==> src/rtl/fifo_shift_ctrl_if.sv <==
// fifo_shift_ctrl_if: handshake bundle between operand loader, fifo lane and shift controller
interface fifo_shift_ctrl_if #(parameter int CNT_W = 16);
  logic start;
  logic [CNT_W-1:0] num_rows;
  logic abort;
  logic stall;
  logic in_valid;
  logic in_ready;
  logic fifo_en;
  logic fifo_zero;
  logic out_valid;
  logic busy;
  logic done;
  modport master (
    output start, num_rows, abort, stall, in_valid,
    input in_ready, fifo_en, fifo_zero, out_valid, busy, done
  );
  modport slave (
    input start, num_rows, abort, stall, in_valid,
    output in_ready, fifo_en, fifo_zero, out_valid, busy, done
  );
endinterface

==> src/rtl/fifo_shift_ctrl.sv <==
// fifo_shift_ctrl: sequences one delay-fifo lane through load and zero-drain, tracking which slots hold real rows
module fifo_shift_ctrl #(
  parameter int DEPTH = 8,
  parameter int CNT_W = 16
) (
  input logic clk,
  input logic rst_n,
  fifo_shift_ctrl_if.slave bus
);
  localparam int DW = $clog2(DEPTH + 1);
  typedef enum logic [1:0] {IDLE, LOAD, DRAIN, DONE} state_t;
  state_t state, state_nx;
  logic [CNT_W-1:0] rows, load_cnt;
  logic [DW-1:0] drain_cnt;
  logic [DEPTH-1:0] vsr;
  logic last_row, last_drain;
  assign last_row = load_cnt == rows - CNT_W'(1);
  assign last_drain = drain_cnt == DW'(1);
  always_ff @(posedge clk or negedge rst_n)
    if (!rst_n) state <= IDLE;
    else state <= state_nx;
  always_comb begin
    state_nx = state;
    case (state)
      IDLE: if (bus.start) state_nx = bus.num_rows == '0 ? DONE : LOAD;
      LOAD: if (bus.abort || (bus.fifo_en && last_row)) state_nx = DRAIN;
      DRAIN: if (bus.fifo_en && last_drain) state_nx = DONE;
      DONE: state_nx = IDLE;
    endcase
  end
  // abort wins over a row offered in the same cycle, so it is masked out of in_ready
  always_comb begin
    bus.in_ready = state == LOAD && !bus.stall && !bus.abort;
    bus.fifo_en = state == LOAD ? bus.in_valid && bus.in_ready : state == DRAIN && !bus.stall;
    bus.fifo_zero = state == DRAIN;
    bus.busy = state != IDLE;
    bus.done = state == DONE;
    bus.out_valid = vsr[DEPTH-1] && bus.fifo_en;
  end
  // load count stops at the last row because LOAD is left on that accept
  always_ff @(posedge clk or negedge rst_n)
    if (!rst_n) begin
      rows <= '0;
      load_cnt <= '0;
      drain_cnt <= '0;
      vsr <= '0;
    end else begin
      if (state == IDLE && bus.start) begin
        rows <= bus.num_rows;
        load_cnt <= '0;
      end
      if (state == LOAD && bus.fifo_en) load_cnt <= load_cnt + CNT_W'(1);
      if (state == LOAD && state_nx == DRAIN) drain_cnt <= DW'(DEPTH);
      else if (state == DRAIN && bus.fifo_en) drain_cnt <= drain_cnt - DW'(1);
      if (bus.fifo_en) vsr <= (vsr << 1) | DEPTH'(state == LOAD);
    end
endmodule

==> src/flat_wrapper.sv <==
// flat-port wrapper written by rule: the top's interface ports become plain ports
module fifo_shift_ctrl_flat 
#(
  parameter int DEPTH = 8,
  parameter int CNT_W = 16
)
  (clk, rst_n, bus_start, bus_num_rows, bus_abort, bus_stall, bus_in_valid, bus_in_ready, bus_fifo_en, bus_fifo_zero, bus_out_valid, bus_busy, bus_done);
  fifo_shift_ctrl_if #(.CNT_W(CNT_W)) bus_i ();
  input logic clk;
  input logic rst_n;
  input wire logic [$bits(bus_i.start)-1:0] bus_start;
  input wire logic [$bits(bus_i.num_rows)-1:0] bus_num_rows;
  input wire logic [$bits(bus_i.abort)-1:0] bus_abort;
  input wire logic [$bits(bus_i.stall)-1:0] bus_stall;
  input wire logic [$bits(bus_i.in_valid)-1:0] bus_in_valid;
  output wire logic [$bits(bus_i.in_ready)-1:0] bus_in_ready;
  output wire logic [$bits(bus_i.fifo_en)-1:0] bus_fifo_en;
  output wire logic [$bits(bus_i.fifo_zero)-1:0] bus_fifo_zero;
  output wire logic [$bits(bus_i.out_valid)-1:0] bus_out_valid;
  output wire logic [$bits(bus_i.busy)-1:0] bus_busy;
  output wire logic [$bits(bus_i.done)-1:0] bus_done;
  assign bus_i.start = bus_start;
  assign bus_i.num_rows = bus_num_rows;
  assign bus_i.abort = bus_abort;
  assign bus_i.stall = bus_stall;
  assign bus_i.in_valid = bus_in_valid;
  assign bus_in_ready = bus_i.in_ready;
  assign bus_fifo_en = bus_i.fifo_en;
  assign bus_fifo_zero = bus_i.fifo_zero;
  assign bus_out_valid = bus_i.out_valid;
  assign bus_busy = bus_i.busy;
  assign bus_done = bus_i.done;
  fifo_shift_ctrl #(.DEPTH(DEPTH), .CNT_W(CNT_W)) u_core (.clk(clk), .rst_n(rst_n), .bus(bus_i));
endmodule
==> config.mk <==
export PLATFORM = sky130hd
export DESIGN_NAME = fifo_shift_ctrl_flat
export DESIGN_NICKNAME = d
export VERILOG_FILES = /design/src/rtl/fifo_shift_ctrl_if.sv /design/src/rtl/fifo_shift_ctrl.sv /design/src/flat_wrapper.sv
export SDC_FILE = /design/constraint.sdc
export NUM_CORES = 1
export LEC_CHECK = 0
export ABC_CLOCK_PERIOD_IN_PS = 2850
export BUFFER_PORTS_ARGS = -buffer_cell sky130_fd_sc_hd__buf_2
export CAP_MARGIN = 20
export CELL_PAD_IN_SITES_DETAIL_PLACEMENT = 1
export CELL_PAD_IN_SITES_GLOBAL_PLACEMENT = 1
export CORE_MARGIN = 2
export CORE_UTILIZATION = 45
export DETAILED_ROUTE_END_ITERATION = 6
export PLACE_DENSITY_LB_ADDON = 0.1
export SLEW_MARGIN = 30
export SYNTH_ARGS = -nofsm -noshare
export SYNTH_HDL_FRONTEND = slang
export SYNTH_SLANG_ARGS = --single-unit
export TNS_END_PERCENT = 100
==> constraint.sdc <==
create_clock -name clk -period 2.85 [get_ports clk]
set_input_delay 0.57 -clock clk [delete_from_list [all_inputs] [get_ports clk]]
set_output_delay 0.57 -clock clk [all_outputs]
set_load 0.03 [all_outputs]
Word-level counts from Yosys, hierarchy flattened:

Index checks and enable logic that the tools add are counted.
Widths: inputs -> output; s select.

* bits of input ports: 22
* output and inout bits: 6
* word-level logic and storage cells: 44
* register bits: 46

* mux-type cells: 10
* equality and inequality tests: 6
* bitwise gates (word level): 1
* add/subtract/negate cells: 3
* reduce and logical (&&, ||, !) cells: 19

Operators by type and width (count)
* $mux 16: 2
* $add 16x1->16 const B: 1
* $eq 16x16->1: 1
* $logic_not 16->1: 1
* $sub 16x1->16 const B: 1
* $logic_and 1x1->1: 11
* $mux 2: 4
* $mux 4: 2
* $or 8x1->8: 1
* $pmux 2 s4: 1
* $eq 2x2->1 const B: 3
* $reduce_bool 2->1: 3
* $eq 4x1->1 const B: 1
* $sub 4x1->4 const B: 1
* $eq 2x1->1 const B: 1
* $logic_not 1->1: 2
* $logic_not 2->1: 1
* $logic_or 1x1->1: 1
* $mux 1: 1

Logic depth before layout (Yosys ltp):

Gate-level depths: netlist (run 1).

* word-level depth: 12
* gate-level depth with buffers: 8
* gate-level depth less buffers: 8

Worst setup path after synthesis (run 1):

Ideal clock, no wire load.

* path kind: input to output
* start: input port bus_stall
* end: output port bus_out_valid
* data arrival time: 1.974 ns
* cell stages on the path: 4
* required time: 2.280 ns
* setup slack: 0.306 ns
* cell sequence: nor4b_4 a21oi_2 clkinv_1 and2_1

* word-level cells in the longest chain between the ends: 6

Ends and longest elaborated chain
* start, declared: RTL line flat_wrapper.sv:14 `input wire logic [$bits(bus_i.stall)-1:0] bus_stall;`
* $logic_not 1->1 (*): RTL line fifo_shift_ctrl.sv:33, fifo_shift_ctrl.sv:34
* $logic_and 1x1->1 (2 in series): RTL line fifo_shift_ctrl.sv:33 `bus.in_ready = state == LOAD && !bus.stall && !bus.abort;`
* $logic_and 1x1->1: RTL line fifo_shift_ctrl.sv:34 `bus.fifo_en = state == LOAD ? bus.in_valid && bus.in_ready : state == DRAIN && !bus.stall;`
* $mux 1 (*): RTL line fifo_shift_ctrl.sv:34
* named net bus_fifo_en: RTL line flat_wrapper.sv:17 `output wire logic [$bits(bus_i.fifo_en)-1:0] bus_fifo_en;`
* $logic_and 1x1->1 (*): RTL line fifo_shift_ctrl.sv:38 `bus.out_valid = vsr[DEPTH-1] && bus.fifo_en;`
* end, declared: RTL line flat_wrapper.sv:19 `output wire logic [$bits(bus_i.out_valid)-1:0] bus_out_valid;`

The timed path passes the listed nets; every way through them passes the cells marked *.

Worst setup path in the final report (run 1):

* start: register u_core.state[1]
* end: output port bus_out_valid

* word-level cells in the longest chain between the ends: 6

Ends and longest elaborated chain
* start, declared: RTL line fifo_shift_ctrl.sv:12 `state_t state, state_nx;`
* start signal, assigned: RTL line fifo_shift_ctrl.sv:21 `else state <= state_nx;`
* $eq 2x1->1: RTL line fifo_shift_ctrl.sv:33, fifo_shift_ctrl.sv:34
* $logic_and 1x1->1 (2 in series): RTL line fifo_shift_ctrl.sv:33
* $logic_and 1x1->1: RTL line fifo_shift_ctrl.sv:34
* $mux 1 (*): RTL line fifo_shift_ctrl.sv:34
* $logic_and 1x1->1 (*): RTL line fifo_shift_ctrl.sv:38

Mark *: on every way between the ends. The rest lies on a longest branch, timed or not.

==> results.yml, run 1 <==
routing:
  antenna_left: 0
  drc_errors: 0
  avgRoutedWirePerCell_um: 16.7
  wirelength_um: 6260
  drtPass1Iterations: 4
  dr_total_vias: 2096
  drtIter0Drc: 82
  avgViaCountPerCell: 5.60
worst_setup_path:
  r2r-end: "u_core.drain_cnt[2]"
  critPathMaxFanout: 9
  cp.required_ns: 2.28
  crit_path_start_kind: "flip-flop"
  r2r-start: "u_core.rows[0]"
  rr_worst_depth: 8
  critPathKind: "flip-flop to primary output"
  cp-end-kind: "primary output"
  ff2ff_setup_slack_ns: 0.41
  crit_arrival_ns: 1.95
sta:
  rsz0062_at_grt: "no"
  hold_violations: 0
  relSlewSlack_pct: 65.9
  drv_slew: 0
  fin_worst_skew_ns: 0.00840
  layout_min_cycle_time_ns: 2.52
  worst_pin_slew_ns: 0.507
  setup_tns_ns: 0
  fmax_ghz: 0.397
  worst_hold_slack_ns: 0.236
  post-route-period-util_pct: 88.4
  setup_viol: 0
global_routing:
  use_met1_pct: 30.2
  grtUsageMet2_pct: 34.8
  grt_pass1_vias: 2188
  antenna_found_initial: 0
  grt_max_degree: 34
  grt.total_usage_pct: 21.7
  grt_pass1_wl_um: 10700
  grt-ovfl-total: 0
  grt.busiest_layer: "met2"
  use_met3_pct: 3.71
clock_network:
  postCtsSetupRepairBufs: 0
  clock_sinks: 46
  htree_levels: 2
  insertion_delay_ns: 0.30
  cts_tree: "built"
  ctsHoldBuffers: 0
  cts_buffer_depth: 2
  clk_pin_slew_ns: 0.08
  numCtsBuffers: 5
  post_cts_resized: 0
  cts_root_buffer: "clkbuf_8"
finish:
  final_core_util_pct: 53.7
  drive_above_1_share_pct: 20.2
  fin_nets: 327
  insertedDiodeCount: 0
  fillers: 657
  syn2layout_area_growth_pct: 14.0
synthesis:
  synth_edf_count: 0
  synthDistinctLibCells: 44
  synth_area_leaders: "dfrtp_1 44%, nand2_1 7.0%, mux2_2 6.9%"
  synth.avg_cell_area_sq_um: 9.73
  synth_cells: 270
  synth_top_area_cell: "dfrtp_1"
  syn_area_sq_um: 2630
  yosysSeqAreaShare_pct: 43.8
  synth.top_cell.area_share_pct: 43.8
  syn_nets: 296
  ys_warn_count: 0
  async_flop_share_pct: 100
  synthFlopType: "dfrtp_1"
  ys_ff_latch: 46
place:
  gp_congestion: 0.835
  io_buffers: 27
  hpwl_um: 4650
run_status:
  status: "finished clean"
hold_path:
  hp-class: "primary input to asynchronous set/reset pin"
floorplanning:
  rows: 27
  dieArea_sq_um: 6460
  start_util_pct: 47.1
  die_w_um: 80.4
  die_h_um: 80.4
  ioPinCount: 28
  core_area_sq_um: 5570
power:
  p_leak_nw: 1.34
  ir_drop_mv: 0.434
  powerDensity_nw_per_um2: 911
run:
  max_cap_violations: 0
flip-flops by register name, summed over array words and instances, names as in the netlist:
signal	cells
u_core.vsr	8
u_core.load_cnt	16
u_core.drain_cnt	4
u_core.rows	16
u_core.state	2
kinds of logic (layout without fill, tap and decap cells):
family                   count (synthesis)  in the layout  share of synthesized area (%)
XOR/XNOR                                22             22                           7.34
buffers and inverters                   14             46                           2.05
flip-flops                              46             46                           43.8
adder cells (fa/ha/maj)                  4              4                           1.91
AO/OA/AOI/OAI                           35             35                           9.67
multiplexers                            25             25                           10.3
AND/OR/NAND/NOR                        124            124                           24.9
worst max-delay path: stages, from the launching register on:
cell and delay, ns:
dfrtp_1 0.48, nor3b_2 0.24, a21oi_2 0.37, clkinv_1 0.20, and2_1 0.19, buf_2 0.17
layout by cell type, fill, tap and decap left out, types with 2 or more instances in the layout:
cell	instances
a21oi_1	5
and2_1	4
and3_1	5
and4_1	2
buf_2	27
buf_4	3
bufinv_16	2
clkbuf_8	6
dfrtp_1	46
ha_1	4
inv_1	7
mux2_2	16
mux2i_1	9
nand2_1	49
nand2b_1	7
nand3_1	8
nand4_1	7
nor2_1	14
nor2b_1	6
nor3_1	5
nor3_2	2
nor3b_1	2
nor4_1	8
nor4b_1	2
o211ai_1	3
o21ai_0	7
o21ai_1	2
o2bb2ai_1	2
o31ai_1	5
o41a_1	2
xnor2_1	12
xor2_1	10
layer usage:
metal  vias to the layer above  wire length, um  share of wire [%]
met5                         -                0                  0
met2                        34             2950                 47
met1                      1036             3090                 49
li1                       1022                -                  -
met4                         0               53               0.85
met3                         4              167                2.7
stage by stage:
stage	std cells	instance area [sq um]	total power [mW]	setup slack, ns
6_report	374	2990	2.73	0.331
5_1_grt	374	2990	2.92	0.170
4_1_cts	374	2990	2.75	0.311
3_5_place_dp	366	2850	2.14	0.362
3_3_place_gp	366	2850	2.11	0.479
2_1_floorplan	270	2630	1.84	0.306
final cells by class:
cell class	count	area, sq um	area share (%)
clock buffers	6	82.6	2.76
clock inverters	2	60.1	2.01
flip-flops and latches	46	1150	38.5
repair buffers	30	158	5.27
well taps	72	90.1	3.01
inverters	8	30.0	1.00
multi-input cells	210	1420	47.5
report_power, final:
part | switching, mW | internal, mW | total (mW)
logic | 0.535 | 0.460 | 0.995
registers | 0.285 | 0.852 | 1.14
clock network | 0.221 | 0.374 | 0.595
synthesized netlist by cell type, types with 5 or more instances:
master and number:
nand2_1 49, a21oi_1 5, nand2b_1 7, nand4_1 7, inv_1 7, nor2_1 14
dfrtp_1 46, xor2_1 10, nand3_1 8, nor4_1 8, nor2b_1 6, mux2_2 16
o21ai_0 7, o31ai_1 5, and3_1 5, nor3_1 5, mux2i_1 9, xnor2_1 12
worst max-delay path by stage:
stage	startpoint	to	slack, ns	cells after the start
floorplan	bus_stall	bus_out_valid	0.31	4
finish	u_core.state[1]	bus_out_valid	0.33	5
global route	u_core.rows[0]	u_core.drain_cnt[1]	0.17	8
detailed placement	bus_stall	u_core.drain_cnt[2]	0.36	7
global placement	bus_stall	u_core.drain_cnt[0]	0.48	7
CTS	u_core.state[1]	bus_out_valid	0.31	5
Note: power is estimated with default switching activity, not from simulation.
==> inputs of run 2 (changes only) <==
- CORE_MARGIN: 2 -> not set
- CTS_BUF_LIST: not set -> sky130_fd_sc_hd__clkbuf_16
==> run 2 against run 1 <==
  * Final cell count did not move
  * Worst setup slack gained 0.043 ns
  * Flip-flop and latch count stayed put
  * Design area about the same
  * Power down 1.7%
  * First-iteration DRC count increased by 46%
  * Fmax is 1.7% higher
  * Clock power down 9.7%
  * Count of clock-buffer cells in the layout shrank 1
==> results.yml, run 2 (same netlist as run 1, synthesis figures left out) <==
power:
  clockPowerShare_pct: 20.1
  swShare_pct: 39.1
  pwr-share-comb_pct: 37.1
  ir_drop_mv: 0.459
  p_switching_mw: 1.05
  p_int_mw: 1.63
  seq_power_share_pct: 42.8
  total_power_mw: 2.68
  p_leak_nw: 1.35
  powerDensity_nw_per_um2: 896
worst_setup_path:
  cp.required_ns: 2.28
  critPathKind: "flip-flop to primary output"
  crit_path_start_kind: "flip-flop"
  cp-end-kind: "primary output"
  critPathMaxFanout: 9
  cp_slowest_cell: "dfrtp_1"
  crit_arrival_ns: 1.91
  path_cells: "nor3b_2 -> a21oi_2 -> clkinv_1 -> buf_4 -> buf_2"
  critical_path.max_stage_delay_ns: 0.47
clock_network:
  numCtsBuffers: 5
  clk_pin_slew_ns: 0.06
  ctsHoldBuffers: 0
  clock_sinks: 46
  cts_tree: "built"
  cts_root_buffer: "clkbuf_16"
  htree_levels: 2
  cts_buffer_depth: 2
  insertion_delay_ns: 0.28
  postCtsSetupRepairBufs: 0
  post_cts_resized: 0
sta:
  post-route-period-util_pct: 86.9
  setup_viol: 0
  relSlewSlack_pct: 61.2
  worst_pin_slew_ns: 0.582
  fmax_ghz: 0.404
  drv_slew: 0
  fin_worst_skew_ns: 0.00458
  layout_min_cycle_time_ns: 2.48
  rsz0062_at_grt: "no"
  setup_tns_ns: 0
  hold_violations: 0
  worst_hold_slack_ns: 0.288
run_status:
  status: "finished clean"
finish:
  insertedDiodeCount: 0
  fin_nets: 328
  multi_input_area_sq_um: 1420
  fillers: 643
  drive_above_1_share_pct: 19.5
  ff_latch_area_sq_um: 1150
  syn2layout_area_growth_pct: 13.9
  mostFrequentLayoutCell: "nand2_1"
  final_core_util_pct: 53.6
  final_cell_mix: "49 x nand2_1, 46 x dfrtp_1, 27 x buf_2, 16 x mux2_2, 14 x nor2_1"
  top_regs: "u_core.load_cnt (16), u_core.rows (16), u_core.vsr (8)"
  final_cells: 374
floorplanning:
  core_area_sq_um: 5570
  rows: 27
  die_w_um: 78.4
  start_util_pct: 47.1
  dieArea_sq_um: 6150
  die_h_um: 78.4
  ioPinCount: 28
routing:
  drtPass1Iterations: 6
  avgRoutedWirePerCell_um: 16.9
  drtIter0Drc: 120
  avgViaCountPerCell: 5.63
  wirelength_um: 6310
  dr_total_vias: 2104
  antenna_left: 0
  drc_errors: 0
place:
  io_buffers: 27
  dp_cells: 367
  hpwl_um: 4740
  gp_congestion: 0.818
global_routing:
  antenna_found_initial: 0
  grt_pass1_vias: 2158
  grt.total_usage_pct: 23.2
  grt_max_degree: 34
  grt_pass1_wl_um: 10900
  grt-ovfl-total: 0
run:
  max_cap_violations: 0
hold_path:
  hp-class: "primary input to asynchronous set/reset pin"
[run 2: changes by cell type in the layout (fill, tap and decap cells not counted)]
cell / previous run / this run
inv_1: 7 / 9
buf_4: 3 / 4
clkbuf_16: 0 / 5
clkbuf_8: 6 / 0
bufinv_16: 2 / 0
[run 2: path summary, 6_finish.rpt]
path,start,to,slack [ns],depth (start not counted)
min reg2reg,u_core.vsr[3],u_core.vsr[4],0.47,2
max reg2reg,u_core.rows[5],u_core.drain_cnt[0],0.47,6
max in group asynchronous,rst_n,u_core.vsr[0],1.85,2
min in group clk,u_core.vsr[3],u_core.vsr[4],0.47,2
min,rst_n,u_core.load_cnt[11],0.29,1
max,u_core.state[1],bus_fifo_en,0.37,5
[run 2: critical path, delay by kind of cell (launching register included)]
family                 cells  cell delay [ns]
AO/OA/AOI/OAI              1             0.39
buffers and inverters      3             0.53
flip-flops                 1             0.47
AND/OR/NAND/NOR            1             0.24
[run 2: area by class of cell]
class                   count  share of cell area, %
multi-input cells         210                   47.5
inverters                   8                   1.00
clock buffers               5                   4.18
clock inverters             2                  0.251
flip-flops and latches     46                   38.5
repair buffers             31                   5.52
well taps                  72                   3.01
[run 2: stage by stage]
step                instance area (sq um)  setup slack (ns)
floorplan                            2630             0.306
global placement                     2860             0.490
detailed placement                   2860             0.393
CTS                                  2990             0.374
global route                         2990             0.238
finish                               2990             0.374
[run 2: layer usage]
metal  GRT usage, %  wire (um)
met3           3.26        163
met4           8.33        110
met1           32.5       3190
met2           36.7       2850
met5              0          0
[run 2: power groups by stage]
stage	registers [mW]	logic (mW)	clock network, mW
3_5_place_dp	1.15	0.997	0
3_3_place_gp	1.13	0.979	0
4_1_cts	1.14	1.00	0.551
6_report	1.15	0.995	0.537
5_1_grt	1.18	1.10	0.577
2_1_floorplan	1.03	0.814	0
